**src/rtl/init_psum_gen.sv**
```systemverilog
// Initial partial-sum source for the PE array: emits one zero or per-filter bias psum
// per (ofmap position, filter) pair over a valid/ack handshake during a convolution pass.
module init_psum_gen #(
    parameter int PSUM_W       = 16,
    parameter int NUM_FILTER   = 4,
    parameter int FILT_W       = 2,
    parameter int IDX_W        = 6,
    parameter int OFMAP_SIZE_0 = 36,
    parameter int OFMAP_SIZE_1 = 36,
    parameter int OFMAP_SIZE_2 = 16,
    parameter int OFMAP_SIZE_3 = 4
) (
    input  logic              clk,
    input  logic              rst,
    input  logic [1:0]        mode_in,
    input  logic              change_mode,
    input  logic              conv_continue,
    input  logic              conv_active,
    input  logic              bias_sel,
    input  logic              bias_wr_en,
    input  logic [FILT_W-1:0] bias_wr_idx,
    input  logic [PSUM_W-1:0] bias_wr_data,
    input  logic              psum_ack,
    output logic              psum_valid,
    output logic [PSUM_W-1:0] psum_data,
    output logic [FILT_W-1:0] psum_filter_idx,
    output logic [IDX_W-1:0]  psum_idx,
    output logic              psum_last,
    output logic              pass_done
);

    localparam logic [1:0] IDLE = 2'd0;
    localparam logic [1:0] SEND = 2'd1;
    localparam logic [1:0] DONE = 2'd2;

    localparam logic [FILT_W-1:0] LAST_FILT  = FILT_W'(NUM_FILTER - 1);
    localparam logic [FILT_W:0]   NUM_FILT_X = (FILT_W + 1)'(NUM_FILTER);
    localparam logic [FILT_W-1:0] FILT_ONE   = FILT_W'(1);
    localparam logic [IDX_W-1:0]  IDX_ONE    = IDX_W'(1);
    localparam logic [IDX_W-1:0]  SIZE_MAX_0 = IDX_W'(OFMAP_SIZE_0 - 1);
    localparam logic [IDX_W-1:0]  SIZE_MAX_1 = IDX_W'(OFMAP_SIZE_1 - 1);
    localparam logic [IDX_W-1:0]  SIZE_MAX_2 = IDX_W'(OFMAP_SIZE_2 - 1);
    localparam logic [IDX_W-1:0]  SIZE_MAX_3 = IDX_W'(OFMAP_SIZE_3 - 1);

    logic [1:0]        state;
    logic [1:0]        cur_mode;
    logic [FILT_W-1:0] filter_idx;
    logic [IDX_W-1:0]  pos_idx;
    logic [IDX_W-1:0]  size_max;
    logic              last_pair;
    logic              xfer;
    logic [PSUM_W-1:0] bias_reg [NUM_FILTER];

    // NOTE: every signal written in always_comb gets a default first, so no path can infer a latch.
    always_comb begin
        size_max = SIZE_MAX_0;
        case (cur_mode)
            2'd0:    size_max = SIZE_MAX_0;
            2'd1:    size_max = SIZE_MAX_1;
            2'd2:    size_max = SIZE_MAX_2;
            default: size_max = SIZE_MAX_3;
        endcase
    end

    assign last_pair       = (filter_idx == LAST_FILT) && (pos_idx == size_max);
    assign psum_valid      = (state == SEND) && conv_active;
    assign xfer            = psum_valid && psum_ack;
    assign psum_last       = psum_valid && last_pair;
    assign psum_filter_idx = filter_idx;
    assign psum_idx        = pos_idx;
    assign psum_data       = (psum_valid && bias_sel) ? bias_reg[filter_idx] : '0;

    // NOTE: sequential state uses non-blocking assignments so every flop samples pre-edge values.
    always_ff @(posedge clk or posedge rst) begin
        if (rst) begin
            state      <= IDLE;
            cur_mode   <= 2'd0;
            filter_idx <= '0;
            pos_idx    <= '0;
            pass_done  <= 1'b0;
        end else begin
            pass_done <= 1'b0;
            if (change_mode) begin
                cur_mode   <= mode_in;
                filter_idx <= '0;
                pos_idx    <= '0;
                state      <= IDLE;
            end else if (conv_continue) begin
                filter_idx <= '0;
                pos_idx    <= '0;
                state      <= SEND;
            end else if (xfer) begin
                if (last_pair) begin
                    state      <= DONE;
                    filter_idx <= '0;
                    pos_idx    <= '0;
                    pass_done  <= 1'b1;
                end else if (filter_idx == LAST_FILT) begin
                    filter_idx <= '0;
                    pos_idx    <= pos_idx + IDX_ONE;
                end else begin
                    filter_idx <= filter_idx + FILT_ONE;
                end
            end
        end
    end

    // NOTE: the bias file is small and must read as zero after reset, so it is reset like any register.
    always_ff @(posedge clk or posedge rst) begin
        if (rst) begin
            for (int i = 0; i < NUM_FILTER; i++) bias_reg[i] <= '0;
        end else if (bias_wr_en && ({1'b0, bias_wr_idx} < NUM_FILT_X)) begin
            bias_reg[bias_wr_idx] <= bias_wr_data;
        end
    end

endmodule

```
**config.mk**
```make
export PLATFORM = sky130hd
export DESIGN_NAME = init_psum_gen
export DESIGN_NICKNAME = d
export VERILOG_FILES = /design/src/rtl/init_psum_gen.sv
export SDC_FILE = /design/constraint.sdc
export NUM_CORES = 1
export LEC_CHECK = 0
export CORE_MARGIN = 3
export CORE_UTILIZATION = 45
export DETAILED_ROUTE_END_ITERATION = 8
export HOLD_SLACK_MARGIN = 0.08
export PLACE_DENSITY_LB_ADDON = 0.08
export SETUP_SLACK_MARGIN = 0.05
export SLEW_MARGIN = 20
export SYNTH_ARGS = -nofsm -noshare
export SYNTH_HDL_FRONTEND = slang
export SYNTH_SLANG_ARGS = --single-unit
```
**constraint.sdc**
```tcl
create_clock -name clk -period 3.1 [get_ports clk]
set_clock_uncertainty 0.2 [all_clocks]
set_input_delay 0.62 -clock clk [delete_from_list [all_inputs] [get_ports clk]]
set_output_delay 0.62 -clock clk [all_outputs]
set_load 0.02 [all_outputs]
```
==> metrics.md, run 1 <==
| Metric | Value |
|---|---|
| Status | finished, final reports clean |
| I/O Pins | 55 |
| TNS Setup | 0 ns |
| Leakage dissipation | 1.99 nW |
| Post-CTS Setup Bufs | 0 |
| Post-synth top area cell | dfrtp_1 |
| Slew margin rel. | 63.8% |
| Crit path DAT | 2.12 ns |
| Root Buffer | clkbuf_8 |
| Worst-path maximum fanout | 7 |
| Number of distinct standard cells referenced by the synthesized netlist | 36 |
| Worst Hold Launch | bias_reg[49] |
| Nets | 335 |
| Clock latency on the worst-skew pair | 0.34 ns |
| # hold bufs at CTS | 0 |
| Ys async rst share | 100% |
| R2r startpoint | psum_filter_idx[0] |
| Die area | 9090 sq um |
| Worst hold stages | 1 |
| PortBufs | 54 |
| Final-report setup violation count | 0 |
| Mean routed wirelength per cell | 17.8 microns |
| Clock buffer count from CTS | 9 |
| Worst vdd ir | 222 uV |
| Fmax | 340 MHz |
| Clock slew at reported path FFs | 0.07 ns |
| Tightest Pin Transition | 0.540 ns |
| CP startpoint kind | input port |
| Cells after Synth | 241 |
| Min cycle time layout | 2.94 ns |
| Reg2Reg Depth | 7 |
| Synth area leaders | dfrtp_1, mux2_2, mux4_2, and3_1, buf_6 |
| Placer Congestion | 0.748 |
| Share of layout cells above drive strength 1 | 37.3% |
| EDFF count, synth | 0 |
| Main synth FF type | dfrtp_1 |
| Sinks on Clock Net | 77 |
| Post-synth top area share | 53.6% |
| Core area | 7490 sq um |
| Layout Area Growth over Synthesis | 24.7% |
| Worst min-delay path class | register to register |
| Syn Area/Cell | 14.9 sq um |
| Drt first pass iters | 4 |
| First-pass GRT wire length | 11900 microns |
| CTS Buffer Depth | 2 |
| Initial core utilization | 48.0% |
| Max reg flops | 64 |
| Final worst slack | 0.160 ns |
| Setup WS pre-CTS | 0.0138 ns |
| Max Cap Viol | 0 |
| Seq/Total Area, Yosys | 53.6% |
| Hold endpoint | bias_reg[49] |
| Total track usage | 17.7% |
| DP Wirelength | 4910 microns |
| Period utilization | 94.9% |
| Via-to-Cell Ratio | 5.43 |
| Vias in the first global route | 2330 |
| Register bit total from synthesis | 77 |
| PwrDens | 530 nW/um^2 |
| Via count | 2212 |
| Synthesized Nets | 271 |
| Setup crit end kind | output port |
| Crit Path Class | input port to output port |
| Drc violations | 0 |
| Data required, critical path | 2.28 ns |
| Detailed Route Iter0 Violations | 70 |
| Remaining global-route overflow | 0 |
| Pin count of the biggest net entering global routing | 37 |
| Row cnt | 31 |
| Endpoints failing hold | 0 |
| Antenna Violating Nets Remaining | 0 |
| Synth Cell Area | 3590 sq um |
| R2R Setup Slk | 1.27 ns |
| Post-synth top cells | dfrtp_1, mux2_2, and3_1, mux4_2 |
| H-tree depth | 3 |
| Most frequent cell after synthesis | dfrtp_1 |
| Worst R2R End | psum_idx[5] |
| Final Max Slew Viols | 0 |
| Synth warnings | 0 |
| Antenna violations before repair | 0 |
| Die width | 95.4 microns |
| Final WL | 7230 microns |
| CTS tree | done |
| # diodes | 0 |
| Unrepaired setup endpoints after global routing | no |
| Die Span Y | 95.4 microns |
==> report_power, final <==
part           total, mW  switching, mW  internal [mW]
Clock              0.766          0.336          0.430
Combinational      0.368          0.130          0.237
Sequential          1.24         0.0747           1.17
Total               2.37          0.541           1.83
==> worst max-delay path, cell delays in order <==
cell	delay [ns]
clkdlybuf4s50_1	0.49
and3b_1	0.22
buf_4	0.17
clkdlybuf4s50_1	0.62
==> placed cells by master (no fill, tap or decap), types with 2 or more instances in the layout <==
cell type,n
ha_1,2
xnor2_1,2
clkbuf_8,12
dlygate4sd2_1,17
mux2_2,65
nor2_1,3
mux4_2,16
a21oi_1,5
nand2_1,6
nand3b_2,2
buf_12,3
nor3_1,6
nand3_1,2
buf_4,10
and3_1,16
clkdlybuf4s50_1,37
inv_1,2
xor2_1,3
nand4_1,2
dfrtp_1,77
==> routing by layer <==
metal | share of wire (%) | GRT usage, % | vias to the layer above
met4 | 0.84 | 6.13 | 0
li1 | - | - | 1025
met3 | 4.4 | 4.58 | 4
met1 | 46 | 23.8 | 1142
met2 | 49 | 27.9 | 41
met5 | 0 | 0 | -
==> worst max-delay path by stage <==
stage	start	end	slack [ns]
after global placement	conv_active	psum_data[7]	0.01
final	conv_active	psum_valid	0.16
after floorplan	rst	bias_reg[0]	0.31
after detailed placement	conv_active	psum_data[5]	0.01
after CTS	conv_active	psum_valid	0.16
after global routing	conv_active	psum_valid	0.1
==> repair_timing <==
item                                    4_1_cts  5_1_grt
gates resized for setup                      17        0
endpoints found under the setup margin       17        0
endpoints found under the hold margin         0        0
==> layout make-up <==
cell class / count / area [sq um]
Tap cell: 99 / 124
Fill cell: 606 / 3010
Multi-Input combinational cell: 147 / 1570
Sequential cell: 77 / 1930
Timing Repair Buffer: 67 / 654
Inverter: 3 / 11.3
Clock inverter: 1 / 30.0
Clock buffer: 13 / 169
==> per-stage QoR <==
stage	utilization, %	cell area (sq um)	power (mW)	std cells	hold slack [ns]
2_1_floorplan	-	3590	1.50	241	0.253
3_3_place_gp	57.5	4300	1.62	393	0.266
3_5_place_dp	57.5	4300	1.64	393	0.275
4_1_cts	59.9	4480	2.40	407	0.291
5_1_grt	59.9	4480	2.50	407	0.317
6_report	59.9	4480	2.37	407	0.289
==> logic make-up after synthesis <==
| group | share of synthesized area [%] |
|---|---|
| adders and majority gates | 0.696 |
| xor gates and xnor gates | 1.22 |
| muxes | 31.0 |
| buffers and inverters | 2.82 |
| DFF | 53.6 |
| AOI/OAI and AO/OA | 1.43 |
| and+or+nand+nor | 9.23 |
(Power assumes the default switching activity.)
==> run 2: changes to the inputs <==
- clock period: 3.1 -> 3.5 ns (I/O delays scaled with it)
==> metrics.md, run 2 (synthesis results as in run 1) <==
| Metric | Value |
|---|---|
| DP Wirelength | 4890 microns (was 4910 microns) |
| Crit path buffers/inverters | 3 (unchanged) |
| PwrDens | 486 nW/um^2 (was 530 nW/um^2) |
| Min cycle time layout | 3.33 ns |
| I/O Pins | 55 (unchanged) |
| Root Buffer | clkbuf_8 (unchanged) |
| Critical-path cell list | clkdlybuf4s50_1 > and3b_1 > buf_4 > and3_1 > clkdlybuf4s50_1 (was clkdlybuf4s50_1 > and3b_1 > buf_4 > clkdlybuf4s50_1) |
| # diodes | 0 (unchanged) |
| Share of layout cells above drive strength 1 | 37.1% (was 37.3%) |
| Drt first pass iters | 6 (was 4) |
| Antenna violations before repair | 0 (unchanged) |
| Final worst slack | 0.172 ns (was 0.160 ns) |
| Clock buffer count from CTS | 9 (unchanged) |
| CTS tree | done (unchanged) |
| Crit path DAT | 2.43 ns (was 2.12 ns) |
| Post-CTS Setup Bufs | 0 (unchanged) |
| Initial core utilization | 48.0% (unchanged) |
| Nets | 332 (was 335) |
| CP delay by family, top | buffers and inverters (unchanged) |
| Pwr Total | 2.18 mW (was 2.37 mW) |
| H-tree depth | 3 (unchanged) |
| Die Span Y | 95.4 microns (unchanged) |
| Crit-path max cell delay | 0.62 ns (about the same) |
| Drc violations | 0 (unchanged) |
| Vias in the first global route | 2305 (was 2330) |
| Unrepaired setup endpoints after global routing | no (unchanged) |
| Clock slew at reported path FFs | 0.08 ns (was 0.07 ns) |
| Detailed Route Iter0 Violations | 47 (was 70) |
| CTS Buffer Depth | 2 (unchanged) |
| TNS Setup | 0 ns (unchanged) |
| Worst min-delay path class | register to register (unchanged) |
| Sinks on Clock Net | 77 (unchanged) |
| Crit Path Class | input port to output port (unchanged) |
| Layout Area Growth over Synthesis | 24.7% (unchanged) |
| Die area | 9090 sq um (unchanged) |
| Setup WS pre-CTS | 0.195 ns (was 0.0138 ns) |
| # hold bufs at CTS | 0 (unchanged) |
| Tightest Pin Transition | 0.570 ns (was 0.540 ns) |
| Mean routed wirelength per cell | 17.8 microns (about the same) |
| Most frequent cells in the layout | dfrtp_1, mux2_2, clkdlybuf4s50_1 (unchanged) |
| Die width | 95.4 microns (unchanged) |
| Final-report setup violation count | 0 (unchanged) |
| Row cnt | 31 (unchanged) |
| Slew margin rel. | 62.0% (was 63.8%) |
| PortBufs | 54 (unchanged) |
| Core area | 7490 sq um (unchanged) |
| Data required, critical path | 2.60 ns (was 2.28 ns) |
| Placer Congestion | 0.752 (was 0.748) |
| Total track usage | 17.6% (was 17.7%) |
| Endpoints failing hold | 0 (unchanged) |
| Worst-path maximum fanout | 7 (unchanged) |
| Crit-path most repeated cell | clkdlybuf4s50_1 (unchanged) |
| Remaining global-route overflow | 0 (unchanged) |
| Pin count of the biggest net entering global routing | 54 (was 37) |
| Status | finished, final reports clean (unchanged) |
| Fmax | 300 MHz |
| First-pass GRT wire length | 12000 microns (was 11900 microns) |
| Most frequent standard cell in the layout excluding fill and tap cells | dfrtp_1 (unchanged) |
| Max reg flops | 64 (unchanged) |
| Final WL | 7220 microns (was 7230 microns) |
| Period utilization | 95.1% |
| Final Max Slew Viols | 0 (unchanged) |
| CP startpoint kind | input port (unchanged) |
| Non-filler cells, final | 406 (was 407) |
| Max Cap Viol | 0 (unchanged) |
| Critical-path top delay cell | clkdlybuf4s50_1 (unchanged) |
| Filler instances | 607 (was 606) |
| Worst vdd ir | 278 uV (was 222 uV) |
| Placed Instances | 390 (was 393) |
| Post-CTS sizing | 0 (was 17) |
| Finished Core Util | 59.9% (unchanged) |
| Clock latency on the worst-skew pair | 0.34 ns (about the same) |
| Leakage dissipation | 1.90 nW (was 1.99 nW) |
| Setup crit end kind | output port (unchanged) |
| Via-to-Cell Ratio | 5.45 (was 5.43) |
| Via count | 2211 (was 2212) |
| Antenna Violating Nets Remaining | 0 (unchanged) |
-- run 2: changes by cell type in the layout (fill, tap and decap cells not counted), sizes merged --
| cell | change |
|---|---|
| dlygate4sd2 | -17 |
| bufinv | +1 |
| clkinv | +2 |
| clkbuf | -1 |
| clkdlybuf4s50 | +17 |
| buf | -3 |
-- run 2: per-layer routing --
layer	track usage (%)	part of all wire [%]	vias to the layer above
met5	0	0	-
met4	6.49	1.2	0
met3	3.39	3.5	7
met2	28.3	49	39
met1	23.8	47	1146
li1	-	-	1019
-- run 2: path summary, 6_finish.rpt --
path / slack [ns] / depth (start not counted) / from / end
worst max-delay path: 0.17 / 5 / conv_active / psum_data[7]
worst max register to register: 1.59 / 6 / psum_filter_idx[1] / psum_idx[5]
max in group asynchronous: 1.89 / 3 / rst / bias_reg[15]
worst min-delay path: 0.30 / 1 / bias_reg[49] / bias_reg[49]
min in group asynchronous: 0.53 / 2 / rst / cur_mode[0]
worst min register to register: 0.30 / 1 / bias_reg[49] / bias_reg[49]
-- run 2: worst reg2reg max path, cell delays in order (launching register included) --
cell	delay [ns]
dfrtp_1	0.54
ha_1	0.25
buf_4	0.15
nand4_1	0.13
nor3_1	0.24
xnor2_1	0.11
nor3_1	0.20
-- run 2: per-stage QoR --
stage | hold WS, ns | cell area (sq um)
final | 0.296 | 4480
after global routing | 0.320 | 4480
after CTS | 0.300 | 4480
after detailed placement | 0.282 | 4260
after global placement | 0.269 | 4260
after floorplan | 0.253 | 3590
-- run 2: final cells by class --
class                   count  area (sq um)  area share [%]
clock buffers              12           155            3.46
flip-flops and latches     77          1930            43.0
inverters                   3          11.3           0.251
well taps                  99           124            2.76
multi-input cells         147          1570            34.9
repair buffers             64           628            14.0
clock inverters             4          70.1            1.56
-- run 2: where the power goes --
part | internal [mW] | switching, mW | total, mW
Sequential | 1.03 | 0.0654 | 1.10
Combinational | 0.211 | 0.116 | 0.327
Clock | 0.439 | 0.312 | 0.751
Total | 1.68 | 0.494 | 2.18
